===== config.mk =====
export PLATFORM = sky130hd
export DESIGN_NAME = ieee754_divider
export DESIGN_NICKNAME = d
export VERILOG_FILES = /design/src/rtl/fp32_pkg.sv /design/src/rtl/fp32_classify.sv /design/src/rtl/ieee754_divider.sv
export SDC_FILE = /design/constraint.sdc
export NUM_CORES = 1
export LEC_CHECK = 0
export BUFFER_PORTS_ARGS = -buffer_cell sky130_fd_sc_hd__buf_2
export CAP_MARGIN = 20
export CORE_ASPECT_RATIO = 1.4
export CORE_MARGIN = 2
export CORE_UTILIZATION = 30
export DETAILED_ROUTE_END_ITERATION = 8
export GPL_TIMING_DRIVEN = 0
export PLACE_DENSITY_LB_ADDON = 0.15
export SYNTH_ARGS = -nofsm -noshare
export SYNTH_HDL_FRONTEND = slang
export SYNTH_SLANG_ARGS = --single-unit

===== constraint.sdc =====
create_clock -name clk -period 4.5 [get_ports clk]
set_input_delay 0 -clock clk [delete_from_list [all_inputs] [get_ports clk]]
set_output_delay 0 -clock clk [all_outputs]
set_load 0.01 [all_outputs]

===== src/rtl/fp32_pkg.sv =====
// Single-precision field widths, constants and shared FSM / operand-class types
// for the multi-cycle FP32 divider.
package fp32_pkg;

  localparam int unsigned EXP_W    = 8;
  localparam int unsigned FRAC_W   = 23;
  localparam int unsigned MANT_W   = FRAC_W + 1;
  localparam int unsigned QUO_W    = 26;
  localparam int unsigned REM_W    = 26;
  localparam int unsigned EXPI_W   = 10;

  localparam int unsigned EXP_BIAS = 127;
  localparam int unsigned EXP_MAX  = 255;
  localparam logic [31:0] QNAN     = 32'h7FC00000;
  localparam logic [31:0] POS_INF  = 32'h7F800000;

  typedef enum logic [1:0] {IDLE, DIVIDE, NORM, DONE} state_e;
  typedef enum logic [1:0] {ZERO, NORMAL, INF, NAN} fp_class_e;

  typedef struct packed {
    logic              sign;
    logic [EXP_W-1:0]  exp;
    logic [FRAC_W-1:0] frac;
  } fp32_t;

  typedef struct packed {
    logic invalid;
    logic div_by_zero;
    logic overflow;
    logic underflow;
  } fp_flags_t;

endpackage


===== src/rtl/fp32_classify.sv =====
// Combinational operand classifier: denormals count as zero, exp==255 splits
// into inf / NaN on the fraction.
module fp32_classify
  import fp32_pkg::*;
(
  input  logic [31:0] op_i,
  output fp_class_e   cls_c
);

  fp32_t op;
  assign op = fp32_t'(op_i);

  always_comb begin
    cls_c = NORMAL;
    if (op.exp == '0) begin
      cls_c = ZERO;
    end else if (op.exp == '1) begin
      cls_c = (op.frac == '0) ? INF : NAN;
    end
  end

endmodule


===== src/rtl/ieee754_divider.sv =====
// Multi-cycle FP32 divider a / b with a restoring mantissa divider retiring
// BITS_PER_CYCLE quotient bits per clock. FPDIV_ROUND_RNE_EN selects RNE, else truncation.
module ieee754_divider
  import fp32_pkg::*;
#(
  parameter int unsigned BITS_PER_CYCLE = 1
) (
  input  logic        clk,
  input  logic        rst_n,
  input  logic        start,
  input  logic [31:0] a,
  input  logic [31:0] b,
  output logic        busy,
  output logic        done,
  output logic [31:0] result,
  output logic        overflow,
  output logic        underflow,
  output logic        div_by_zero,
  output logic        invalid
);

  localparam int unsigned STEPS = QUO_W / BITS_PER_CYCLE;
  localparam int unsigned CNT_W = 5;

  state_e                   state_q, state_d;
  logic [REM_W-1:0]         rem_q, rem_d, rem_step;
  logic [MANT_W-1:0]        dvs_q, dvs_d;
  logic [QUO_W-1:0]         quo_q, quo_d, quo_step;
  logic [CNT_W-1:0]         cnt_q, cnt_d;
  logic signed [EXPI_W-1:0] exp_q, exp_d, norm_exp, round_exp;
  logic                     sign_q, sign_d;
  logic                     special_q, special_d;
  logic [31:0]              spec_res_q, spec_res_d;
  fp_flags_t                spec_flg_q, spec_flg_d;
  logic [31:0]              result_q, result_d;
  fp_flags_t                flags_q, flags_d;
  logic                     busy_q, busy_d, done_q, done_d;

  fp32_t       op_a, op_b;
  fp_class_e   cls_a, cls_b;
  logic        spec_hit, spec_sign;
  logic [31:0] spec_res;
  fp_flags_t   spec_flg;
  logic [FRAC_W-1:0] norm_frac, round_frac;
  logic [31:0] norm_res;
  fp_flags_t   norm_flg;

  assign op_a = fp32_t'(a);
  assign op_b = fp32_t'(b);

  fp32_classify u_cls_a (.op_i(a), .cls_c(cls_a));
  fp32_classify u_cls_b (.op_i(b), .cls_c(cls_b));

  // Special operands resolve at acceptance and skip the iterative divide.
  always_comb begin
    spec_hit  = 1'b1;
    spec_sign = op_a.sign ^ op_b.sign;
    spec_res  = QNAN;
    spec_flg  = '0;
    if (cls_a == NAN || cls_b == NAN || (cls_a == ZERO && cls_b == ZERO) ||
        (cls_a == INF && cls_b == INF)) begin
      spec_flg.invalid = 1'b1;
    end else if (cls_a == INF) begin
      spec_res = {spec_sign, POS_INF[30:0]};
    end else if (cls_b == ZERO) begin
      spec_res             = {spec_sign, POS_INF[30:0]};
      spec_flg.div_by_zero = 1'b1;
    end else if (cls_a == ZERO || cls_b == INF) begin
      spec_res = {spec_sign, 31'h0};
    end else begin
      spec_hit = 1'b0;
    end
  end

  // BITS_PER_CYCLE restoring steps chained within one clock.
  always_comb begin
    rem_step = rem_q;
    quo_step = quo_q;
    for (int unsigned i = 0; i < BITS_PER_CYCLE; i++) begin
      if (rem_step >= REM_W'(dvs_q)) begin
        rem_step = rem_step - REM_W'(dvs_q);
        quo_step = {quo_step[QUO_W-2:0], 1'b1};
      end else begin
        quo_step = {quo_step[QUO_W-2:0], 1'b0};
      end
      rem_step = rem_step << 1;
    end
  end

`ifdef FPDIV_ROUND_RNE_EN
  logic              guard, sticky;
  logic [FRAC_W:0]   frac_inc;
`else
  logic              unused_quo_lsb;
  assign unused_quo_lsb = quo_q[0];
`endif

  // Normalise the quotient (hidden bit is q[25] or q[24]), round, range-check.
  always_comb begin
    norm_frac = quo_q[QUO_W-1] ? quo_q[QUO_W-2:2] : quo_q[QUO_W-3:1];
    norm_exp  = quo_q[QUO_W-1] ? exp_q : exp_q - EXPI_W'(1);
`ifdef FPDIV_ROUND_RNE_EN
    guard      = quo_q[QUO_W-1] ? quo_q[1] : quo_q[0];
    sticky     = (rem_q != '0) | (quo_q[QUO_W-1] & quo_q[0]);
    frac_inc   = {1'b0, norm_frac} + (FRAC_W + 1)'(guard & (sticky | norm_frac[0]));
    round_frac = frac_inc[FRAC_W-1:0];
    round_exp  = norm_exp + EXPI_W'(frac_inc[FRAC_W]);
`else
    round_frac = norm_frac;
    round_exp  = norm_exp;
`endif
    norm_flg = '0;
    if (round_exp >= $signed(EXPI_W'(EXP_MAX))) begin
      norm_res          = {sign_q, POS_INF[30:0]};
      norm_flg.overflow = 1'b1;
    end else if (round_exp <= $signed(EXPI_W'(0))) begin
      norm_res           = {sign_q, 31'h0};
      norm_flg.underflow = 1'b1;
    end else begin
      norm_res = {sign_q, round_exp[EXP_W-1:0], round_frac};
    end
  end

  // Next-state and next-output logic.
  always_comb begin
    state_d    = state_q;
    rem_d      = rem_q;
    dvs_d      = dvs_q;
    quo_d      = quo_q;
    cnt_d      = cnt_q;
    exp_d      = exp_q;
    sign_d     = sign_q;
    special_d  = special_q;
    spec_res_d = spec_res_q;
    spec_flg_d = spec_flg_q;
    result_d   = result_q;
    flags_d    = flags_q;
    case (state_q)
      IDLE, DONE: begin
        state_d = IDLE;
        if (start) begin
          state_d    = spec_hit ? NORM : DIVIDE;
          rem_d      = REM_W'({1'b1, op_a.frac});
          dvs_d      = {1'b1, op_b.frac};
          quo_d      = '0;
          cnt_d      = '0;
          exp_d      = EXPI_W'(op_a.exp) - EXPI_W'(op_b.exp) + EXPI_W'(EXP_BIAS);
          sign_d     = op_a.sign ^ op_b.sign;
          special_d  = spec_hit;
          spec_res_d = spec_res;
          spec_flg_d = spec_flg;
          flags_d    = '0;
        end
      end
      DIVIDE: begin
        rem_d = rem_step;
        quo_d = quo_step;
        cnt_d = cnt_q + CNT_W'(1);
        if (cnt_q == CNT_W'(STEPS - 1)) state_d = NORM;
      end
      NORM: begin
        state_d  = DONE;
        result_d = special_q ? spec_res_q : norm_res;
        flags_d  = special_q ? spec_flg_q : norm_flg;
      end
      default: state_d = IDLE;
    endcase
    busy_d = (state_d == DIVIDE) || (state_d == NORM);
    done_d = (state_d == DONE);
  end

  always_ff @(posedge clk or negedge rst_n) begin
    if (!rst_n) begin
      state_q    <= IDLE;
      rem_q      <= '0;
      dvs_q      <= '0;
      quo_q      <= '0;
      cnt_q      <= '0;
      exp_q      <= '0;
      sign_q     <= 1'b0;
      special_q  <= 1'b0;
      spec_res_q <= '0;
      spec_flg_q <= '0;
      result_q   <= '0;
      flags_q    <= '0;
      busy_q     <= 1'b0;
      done_q     <= 1'b0;
    end else begin
      state_q    <= state_d;
      rem_q      <= rem_d;
      dvs_q      <= dvs_d;
      quo_q      <= quo_d;
      cnt_q      <= cnt_d;
      exp_q      <= exp_d;
      sign_q     <= sign_d;
      special_q  <= special_d;
      spec_res_q <= spec_res_d;
      spec_flg_q <= spec_flg_d;
      result_q   <= result_d;
      flags_q    <= flags_d;
      busy_q     <= busy_d;
      done_q     <= done_d;
    end
  end

  assign busy        = busy_q;
  assign done        = done_q;
  assign result      = result_q;
  assign overflow    = flags_q.overflow;
  assign underflow   = flags_q.underflow;
  assign div_by_zero = flags_q.div_by_zero;
  assign invalid     = flags_q.invalid;

endmodule


==> parameters.txt, run 1 <==
Parameter                              Value

Outcome
  Outcome ... finished, final reports clean

Final layout
  Area Overhead vs Synth ... 25.4%
  Antenna diode instance count ... 0
  Post-Route Utilization ... 38.4%
  Final net count ... 1238
  Fill cell count ... 2812
  Proportion of layout cells with a drive suffix above 1 ... 13.9%

Logic synthesis
  Synth warn ... 0
  Mean cell area of the mapped netlist ... 8.60 µm²
  Syn Nets ... 1066
  Post-synth cell types ... 62
  Post-synth ARST share ... 100%
  Number of flip-flops and latches in the synthesized netlist ... 138
  Top cell type's share of synthesized area ... 41.9%
  Largest cells by area after synthesis ... dfrtp_1 42%, nand2_1 7.0%, ha_1 5.8%, o21ai_0 5.6%, inv_1 3.3%
  Main synth FF type ... dfrtp_1
  Cell count after synthesis ... 959
  Largest area contributor in the synthesized netlist ... dfrtp_1
  Number of synthesized flops with an enable pin ... 0
  Proportion of synthesized chip area in sequential cells ... 41.9%
  Most numerous cell in the Yosys netlist ... nand2_1
  Top post-synthesis cells by count ... 153 x nand2_1, 138 x dfrtp_1, 93 x o21ai_0
  Synthesized cell area ... 8240 µm²

Worst hold path
  Worst hold path stage count ... 4
  Startpoint of the lowest-slack hold path ... b[23]
  Hold worst-path end ... spec_flg_q[2]
  Class of the worst hold path ... in2reg

Worst setup path
  Data arrival time of the critical path ... 3.59 ns
  Largest stage delay, worst path ... 0.38 ns
  Reg2reg end ... rem_q[6]
  Endpoint required time on the critical path ... 4.81 ns
  Largest fanout of any net on the critical path ... 10
  CP startpoint kind ... flop
  Crit. End Element ... flop
  Critical path start-end classification ... reg2reg
  Slack of the worst reg-to-reg path ... 1.22 ns
  Number of cells on the worst reg-to-reg path ... 13
  Library cell contributing the largest single delay on the critical path ... fa_1
  Worst reg2reg startpoint ... rem_q[0]
  Cell-by-cell listing of the critical path ... inv_1, ha_1, fa_1, nor2b_1, o21ai_0, a21oi_1, o211a_1, o22ai_2, a31o_2, buf_2, buf_4, a211oi_1, o21ai_1

Clocking
  Clk Latency, worst-skew pair ... 0.44 ns
  H-tree depth ... 4
  Count of buffers added by post-CTS timing repair for setup ... 0
  Maximum buffer depth of the clock tree ... 2
  Clk Tree Root Cell ... clkbuf_16
  Cts bufs inserted ... 17
  Total number of clock tree sinks ... 138
  TritonCTS clock tree ... done
  Clock slew at reported path FFs ... 0.06 ns

STA
  FMAX ... 0.305 GHz
  Unrepaired setup endpoints after global routing ... false
  Fin crit period ... 3.28 ns
  Worst slew margin relative to its limit ... 44.4%
  Worst-case hold slack ... 0.0456 ns
  Pins Over Slew Limit ... 0
  Summed negative setup slack over all endpoints ... 0 ns
  Final number of hold-violating endpoints ... 0
  Worst-Margin Slew ... 0.826 ns
  Count of endpoints failing setup in the final report ... 0
  Post-route clock period utilization ... 72.9%
  Worst clock skew ... 0.0167 ns

Detailed routing
  Final WL ... 24800 µm
  Remaining antenna violation count after routing ... 0
  Via density per instance ... 4.92
  Wire length per cell after detailed routing ... 16.5 µm
  Drt pass-1 iters ... 5
  Total vias in the final route ... 7422
  Post-route DRC violation count ... 0
  Initial detailed-routing violation count ... 309

Floorplan
  Die outline width ... 144 µm
  Height of the die ... 200 µm
  Area enclosed by the die boundary ... 28800 µm²
  Initial Util ... 30.6%
  Number of rows in the core area ... 71
  Number of ports placed on the die boundary ... 105
  Area of the core ... 26900 µm²

Power
  Static Leakage ... 4.70 nW
  Sum of internal, switching and leakage power ... 5.80 mW
  VDD IR-drop max ... 294 µV
  Power Density ... 561 nW/µm²

Global routing
  Vias in the first global route ... 7661
  Global-route wire length before repair ... 40000 µm
  Number of antenna violations at the first check in global routing ... 0
  Maximum number of pins on one net before global-route repair ... 82
  Combined global-route utilization of all metal layers ... 17.8%
  GR Overflow Total ... 0

Run
  Max capacitance violation total ... 0

Placed design
  Port Buffers ... 104
  Final GP Congestion ... 0.866
  Half-perimeter wire length of the detailed placement result ... 18700 µm
per-layer routing:
| metal | wire length, µm | share of wire, % | global-route usage, % | vias to the layer above |
|---|---|---|---|---|
| li1 | - | - | - | 3716 |
| met1 | 10900 | 44 | 21.8 | 3545 |
| met2 | 12500 | 50 | 31.5 | 130 |
| met3 | 765 | 3.1 | 2.99 | 31 |
| met4 | 623 | 2.5 | 5.85 | 0 |
| met5 | 0 | 0 | 0 | - |
state kept, by name, indices dropped and copies added (netlist names), 2 cells and up:
register and cells:
result 32, spec_flg_q 2, exp_q 10, quo_q 26
state_q 2, rem_q 26, spec_res_q 3, dvs_q 24
cnt_q 5
cell type report:
| class | count | area, µm² | area share (%) |
|---|---|---|---|
| buffer | 47 | 194 | 1.88 |
| clock buffer | 20 | 457 | 4.42 |
| clock inverter | 12 | 149 | 1.44 |
| inverter | 72 | 270 | 2.61 |
| multi-input combinational | 702 | 4330 | 41.8 |
| sequential | 138 | 3450 | 33.4 |
| tap | 365 | 457 | 4.42 |
| timing repair buffer | 153 | 1030 | 10.0 |
metrics by stage:
stage	instance area (µm²)	worst slack [ns]	cells
floorplan	8240	1.75	959
global placement	9220	1.19	1428
detailed placement	9250	1.28	1429
CTS	10300	1.22	1509
global route	10300	1.04	1509
finish	10300	1.22	1509
critical path: cells and delay by family (launching register included):
family	cells	cell delay [ns]
compound gates	7	1.58
buf+inv	3	0.45
flops	1	0.35
simple gates	1	0.18
fa+ha+maj	2	0.60
how the worst max path moves through the flow:
stage,endpoint,slack (ns),startpoint
after floorplan,rem_q[25],1.75,rem_q[0]
after global placement,result[7],1.19,rst_n
after detailed placement,rem_q[6],1.28,rem_q[0]
after CTS,rem_q[6],1.22,rem_q[0]
after global routing,rem_q[5],1.04,rem_q[0]
final,rem_q[6],1.22,rem_q[0]
logic make-up after synthesis:
logic type | after synthesis | synth area share, %
compound gates | 259 | 19.6
xor+xnor | 44 | 4.68
fa+ha+maj | 40 | 6.25
buf+inv | 119 | 5.63
flops | 138 | 41.9
mux | 27 | 3.31
simple gates | 332 | 18.6
power breakdown:
part / switching, mW / internal (mW) / total, mW
clock network: 0.604 / 0.864 / 1.47
logic: 1.60 / 1.08 / 2.68
registers: 0.179 / 1.48 / 1.66
total: 2.39 / 3.42 / 5.80
placed cells by master (no fill, tap or decap), types with 9 or more instances in the layout:
master / Yosys / routed
nand2_1: 153 / 153
dfrtp_1: 138 / 138
buf_2: 8 / 111
o21ai_0: 93 / 93
inv_1: 72 / 72
nor2_1: 54 / 54
dlygate4sd3_1: 0 / 48
a21oi_1: 41 / 41
ha_1: 38 / 38
clkbuf_1: 29 / 30
nand3_1: 30 / 30
mux2i_1: 25 / 25
o22ai_1: 23 / 23
xnor2_1: 22 / 22
xor2_1: 22 / 22
nor4_1: 18 / 18
clkbuf_16: 0 / 17
nor3_1: 16 / 16
a211oi_1: 15 / 15
a21o_1: 14 / 14
nand4_1: 13 / 13
nor2b_1: 13 / 13
o31ai_1: 11 / 11
o21a_1: 10 / 10
nand2b_1: 9 / 9
what timing repair did:
| item | CTS | global route |
|---|---|---|
| gates resized for setup | 0 | 0 |
| hold buffers | 48 | 0 |
| endpoints found under the setup margin | 0 | 0 |
| hold endpoints to repair | 127 | 0 |
No activity file was read; power rests on OpenSTA's default activity.
==> run 2, diff against run 1 <==
==> constraint.sdc (replaced) <==
create_clock -name clk -period 2.7 [get_ports clk]
set_input_delay 0 -clock clk [delete_from_list [all_inputs] [get_ports clk]]
set_output_delay 0 -clock clk [all_outputs]
set_load 0.01 [all_outputs]
==> run 2 against run 1 <==
The run now ends with setup timing left. Sequential share of layout area is 2.8 points lower. First-iteration DRC count is 16% lower. Worst hold slack worse by 0.014 ns. Combinational power grew to 2.5 times the previous value. Fmax is 17% higher. Wire length is 4.7% higher. Critical path depth stayed put. Largest power group unchanged. Highest routed layer unchanged.
==> parameters.txt, run 2 (same netlist as run 1, synthesis figures left out) <==
Parameter                              Value

Clocking
  H-tree depth ... 4
  Clk Latency, worst-skew pair ... 0.44 ns
  Maximum buffer depth of the clock tree ... 2
  TritonCTS clock tree ... done
  Clk Tree Root Cell ... clkbuf_16
  Cts bufs inserted ... 17
  Clock slew at reported path FFs ... 0.06 ns
  Total number of clock tree sinks ... 138

Outcome
  Outcome ... finished, violations left
  Violated checks ... setup timing

Final layout
  Antenna diode instance count ... 0
  Fill cell count ... 2758
  Area Overhead vs Synth ... 37.0%
  Post-Route Utilization ... 42.0%
  Leading cell type in the layout, fill and taps excluded ... nand2_1
  Final Cell Area ... 11300 µm²
  Final net count ... 1274
  Final non-filler cell total ... 1545
  Number of flip-flops in the largest register ... 32
  Most frequent cells in the layout ... 153 x nand2_1, 137 x dfrtp_1, 104 x buf_2
  Proportion of layout cells with a drive suffix above 1 ... 24.7%

Worst setup path
  Critical path start-end classification ... reg2reg
  Worst reg2reg startpoint ... dvs_q[5]
  Worst Setup SP ... dvs_q[5]
  Slack of the worst reg-to-reg path ... -0.1 ns
  Cell mode on critical path ... buf_12
  Number of cells on the worst reg-to-reg path ... 13
  Endpoint required time on the critical path ... 3.02 ns
  Cell-by-cell listing of the critical path ... inv_2, ha_4, a21oi_2, o21ai_2, or3b_4, o211a_4, o22ai_4, a31o_4, buf_12, buf_12, nor2_4, a211oi_2, o21ai_1
  Largest stage delay, worst path ... 0.42 ns
  CP startpoint kind ... flop
  Reg2reg end ... rem_q[5]
  Termination of the worst setup path ... rem_q[5]
  Largest fanout of any net on the critical path ... 5
  Crit. End Element ... flop
  Data arrival time of the critical path ... 3.11 ns
  Library cell contributing the largest single delay on the critical path ... or3b_4

Detailed routing
  Initial detailed-routing violation count ... 261
  Final WL ... 26000 µm
  Via density per instance ... 5.00
  Remaining antenna violation count after routing ... 0
  Post-route DRC violation count ... 0
  Total vias in the final route ... 7718
  Wire length per cell after detailed routing ... 16.8 µm
  Drt pass-1 iters ... 4

Floorplan
  Number of ports placed on the die boundary ... 105
  Area enclosed by the die boundary ... 28800 µm²
  Number of rows in the core area ... 71
  Height of the die ... 200 µm
  Die outline width ... 144 µm
  Initial Util ... 30.6%
  Area of the core ... 26900 µm²

Global routing
  Combined global-route utilization of all metal layers ... 18.4%
  Number of antenna violations at the first check in global routing ... 0
  GR Overflow Total ... 0
  Vias in the first global route ... 7923
  Global-route wire length before repair ... 41400 µm
  Maximum number of pins on one net before global-route repair ... 81

STA
  Pins Over Slew Limit ... 0
  Count of endpoints failing setup in the final report ... 10
  Worst clock skew ... 0.0112 ns
  Worst slew margin relative to its limit ... 36.1%
  Fin crit period ... 2.80 ns
  Final Worst Setup Slack ... -0.0965 ns
  Post-route clock period utilization ... 104%
  Unrepaired setup endpoints after global routing ... true
  FMAX ... 0.358 GHz
  Final number of hold-violating endpoints ... 0
  Worst-Margin Slew ... 0.950 ns
  Worst-case hold slack ... 0.0319 ns

Power
  VDD IR-drop max ... 696 µV
  Power Density ... 1060 nW/µm²
  Static Leakage ... 5.03 nW

Placed design
  Final GP Congestion ... 0.887
  Placed insts ... 1429
  Setup Slack @ Placement ... -0.485 ns
  Placed inst area ... 9270 µm²
  Half-perimeter wire length of the detailed placement result ... 18600 µm
  Port Buffers ... 104

Worst hold path
  Worst hold path stage count ... 4
  Class of the worst hold path ... in2reg

Run
  Max capacitance violation total ... 0
run 2: cell types whose count changed in the layout (fill, tap and decap cells not counted), moves of 13 or more:
cell | before | now
buf_4 | 2 | 37
o21ai_0 | 93 | 75
a211oi_1 | 15 | 1
a211oi_2 | 1 | 15
a21oi_1 | 41 | 28
run 2: repair_timing:
item,in CTS,in global routing
hold buffers,48,0
endpoints found under the setup margin,66,98
gates resized for setup,94,65
setup buffers,28,9
gates cloned,2,1
hold endpoints to repair,105,0
pin swaps,51,21
run 2: worst max-delay path: cells and delay by family, from the launching register on:
kind	cells	cell delay, ns
AO/OA/AOI/OAI	7	1.26
AND/OR/NAND/NOR	2	0.46
flip-flops	1	0.37
buffers and inverters	3	0.37
adder cells (fa/ha/maj)	1	0.22
run 2: through the flow:
step / power, mW / TNS (ns)
3_5_place_dp: 7.19 / -15.85
5_1_grt: 12.8 / -2.36
6_report: 12.0 / -0.553
3_3_place_gp: 7.19 / -95.17
2_1_floorplan: 6.01 / -0.0832
4_1_cts: 11.4 / -1.17
run 2: where the power goes:
part	internal, mW	switching [mW]	leakage (nW)
clock	1.41	1.02	0.300
combinational	3.19	3.55	2.94
sequential	2.47	0.366	1.79
total	7.07	4.93	5.03
run 2: cell type report:
cell class	count	area [µm²]	share of cell area [%]
multi-input combinational	703	4910	43.5
sequential	138	3450	30.6
timing repair buffer	191	1370	12.1
tap	365	457	4.04
clock buffer	18	439	3.89
inverter	72	270	2.39
buffer	44	240	2.13
clock inverter	14	159	1.41
run 2: worst min-delay path by stage:
stage                      from             to
final                     b[23]  spec_flg_q[2]
after global routing      b[25]  spec_flg_q[2]
after CTS                 b[25]  spec_flg_q[2]
after detailed placement  rst_n       dvs_q[6]
after global placement    b[21]      dvs_q[21]
after floorplan           rst_n           busy
run 2: metal layers:
metal,wire length (µm),global-route usage [%],up-vias
met5,0,0,-
met4,1230,10.3,0
met1,11100,22.1,3721
met3,682,2.61,52
met2,13000,31.1,139
li1,-,-,3806
==> run 3, diff against run 2 <==
==> constraint.sdc (replaced) <==
create_clock -name clk -period 2.4 [get_ports clk]
set_input_delay 0 -clock clk [delete_from_list [all_inputs] [get_ports clk]]
set_output_delay 0 -clock clk [all_outputs]
set_load 0.01 [all_outputs]
==> run 3 against run 2 <==
The flow still finishes with violations (setup timing). Register-to-register slack got worse by 0.28 ns. Cell count rose by 0.13%. Sequential power grew 13%. Power rose by 17%. Design area is 3.1% higher. Non-clock buffer count rose by 3. First-iteration DRC count increased by 28%. Worst setup slack worse by 0.28 ns. Combinational power increased by 20%.
==> parameters.txt, run 3 (same netlist as run 1, synthesis figures left out) <==
Parameter                              Value

Clocking
  Total number of clock tree sinks ... 138
  Maximum buffer depth of the clock tree ... 2
  Clk Latency, worst-skew pair ... 0.44 ns
  Clk Tree Root Cell ... clkbuf_16
  Cts bufs inserted ... 17
  TritonCTS clock tree ... done
  H-tree depth ... 4
  Clock slew at reported path FFs ... 0.06 ns

Detailed routing
  Drt pass-1 iters ... 5
  Wire length per cell after detailed routing ... 17.1 µm
  Via density per instance ... 5.00
  Post-route DRC violation count ... 0
  Remaining antenna violation count after routing ... 0
  Total vias in the final route ... 7736
  Final WL ... 26400 µm
  Initial detailed-routing violation count ... 333

Floorplan
  Number of ports placed on the die boundary ... 105
  Area enclosed by the die boundary ... 28800 µm²
  Die outline width ... 144 µm
  Height of the die ... 200 µm
  Number of rows in the core area ... 71
  Area of the core ... 26900 µm²
  Initial Util ... 30.6%

Worst setup path
  Largest fanout of any net on the critical path ... 5
  Buffering stage count on the worst path with inverters included ... 0
  Largest stage delay, worst path ... 0.47 ns
  CP startpoint kind ... flop
  Cell mode on critical path ... a211oi_2
  Endpoint required time on the critical path ... 2.70 ns
  Number of cells on the worst reg-to-reg path ... 10
  Critical path start-end classification ... reg2reg
  Data arrival time of the critical path ... 3.08 ns
  Slack of the worst reg-to-reg path ... -0.38 ns
  Kind of cell adding the most delay to the critical path ... compound AO/OA/AOI/OAI gates
  WP depth ... 10
  Cell-by-cell listing of the critical path ... ha_4, a21o_1, a211oi_2, a211oi_2, or4_4, a31o_4, and2_4, o41ai_4, xor2_1, o211ai_1
  Crit. End Element ... flop
  Library cell contributing the largest single delay on the critical path ... or4_4

Final layout
  Fill cell count ... 2642
  Proportion of layout cells with a drive suffix above 1 ... 28.3%
  Leading cell type in the layout, fill and taps excluded ... nand2_1
  Number of flip-flops in the largest register ... 32
  Final net count ... 1276
  Antenna diode instance count ... 0
  Final Cell Area ... 11600 µm²
  Most frequent cells in the layout ... 146 x nand2_1, 132 x dfrtp_1, 105 x buf_2
  Area Overhead vs Synth ... 41.2%

STA
  Worst-Margin Slew ... 0.949 ns
  Pins Over Slew Limit ... 0
  FMAX ... 0.360 GHz
  Final number of hold-violating endpoints ... 0
  Worst slew margin relative to its limit ... 36.7%
  Unrepaired setup endpoints after global routing ... true
  Final Worst Setup Slack ... -0.381 ns
  Fin crit period ... 2.78 ns
  Count of endpoints failing setup in the final report ... 26
  Worst-case hold slack ... 0.0400 ns
  Post-route clock period utilization ... 116%
  Worst clock skew ... 0.0121 ns

Placed design
  Half-perimeter wire length of the detailed placement result ... 18700 µm
  Setup Slack @ Placement ... -0.522 ns
  Port Buffers ... 104
  Final GP Congestion ... 0.876
  Placed inst area ... 9320 µm²

Power
  Power Density ... 1200 nW/µm²
  Sum of internal, switching and leakage power ... 14.0 mW
  VDD IR-drop max ... 713 µV
  Static Leakage ... 5.14 nW

Outcome
  Violated checks ... setup timing
  Outcome ... finished, violations left

Global routing
  Global-route wire length before repair ... 41700 µm
  Vias in the first global route ... 7887
  Number of antenna violations at the first check in global routing ... 0
  Combined global-route utilization of all metal layers ... 18.5%
  Maximum number of pins on one net before global-route repair ... 71
  GR Overflow Total ... 0

Worst hold path
  Worst hold path stage count ... 4
  Class of the worst hold path ... in2reg

Run
  Max capacitance violation total ... 0
-- run 3: layout make-up --
type / instances / area, µm² / share of cell area, %
flip-flops and latches: 138 / 3460 / 29.7
well taps: 365 / 457 / 3.92
inverters: 72 / 270 / 2.32
multi-input cells: 702 / 5090 / 43.7
repair buffers: 195 / 1490 / 12.8
plain buffers: 43 / 283 / 2.43
clock inverters: 12 / 128 / 1.10
clock buffers: 20 / 467 / 4.01
-- run 3: final timing paths --
| check | startpoint | endpoint |
|---|---|---|
| worst max register to register | rem_q[4] | rem_q[22] |
| min in group asynchronous | rst_n | dvs_q[6] |
| worst min register to register | dvs_q[23] | dvs_q[23] |
| worst max-delay path | rem_q[4] | rem_q[22] |
| max in group asynchronous | rst_n | quo_q[12] |
| worst min-delay path | b[25] | spec_flg_q[2] |
-- run 3: power by group --
part | total, mW | switching [mW] | internal [mW]
Combinational | 8.11 | 4.15 | 3.95
Sequential | 3.19 | 0.412 | 2.78
Clock | 2.69 | 1.15 | 1.54
Total | 14.0 | 5.71 | 8.28
-- run 3: tightest hold or removal path, delay by kind of cell --
kind	cells	cell delay (ns)
buffers and inverters	1	0.10
and+or+nand+nor	2	0.22
AOI/OAI and AO/OA	1	0.10
-- run 3: layer usage --
layer  vias up  global-route usage, %  share of wire [%]
met1      3746                   22.2                 42
met3        40                   2.82                3.3
met4         0                   6.48                3.0
li1       3795                      -                  -
met2       155                   33.1                 52
met5         -                      0                  0
-- run 3: per-stage QoR --
step	cells	setup TNS, ns	utilization (%)
2_1_floorplan	959	-2.60	-
3_3_place_gp	1428	-153.49	34.5
3_5_place_dp	1429	-36.04	34.6
4_1_cts	1534	-7.06	41.0
5_1_grt	1547	-10.09	43.2
6_report	1547	-6.81	43.2
-- run 3: timing repair --
action | in CTS | in global routing
gates resized for setup | 98 | 97
hold endpoints to repair | 115 | 0
endpoints found under the setup margin | 115 | 106
buffers inserted | 25 | 11
hold buffers | 48 | 0
pin swaps | 24 | 56
gates cloned | 2 | 5
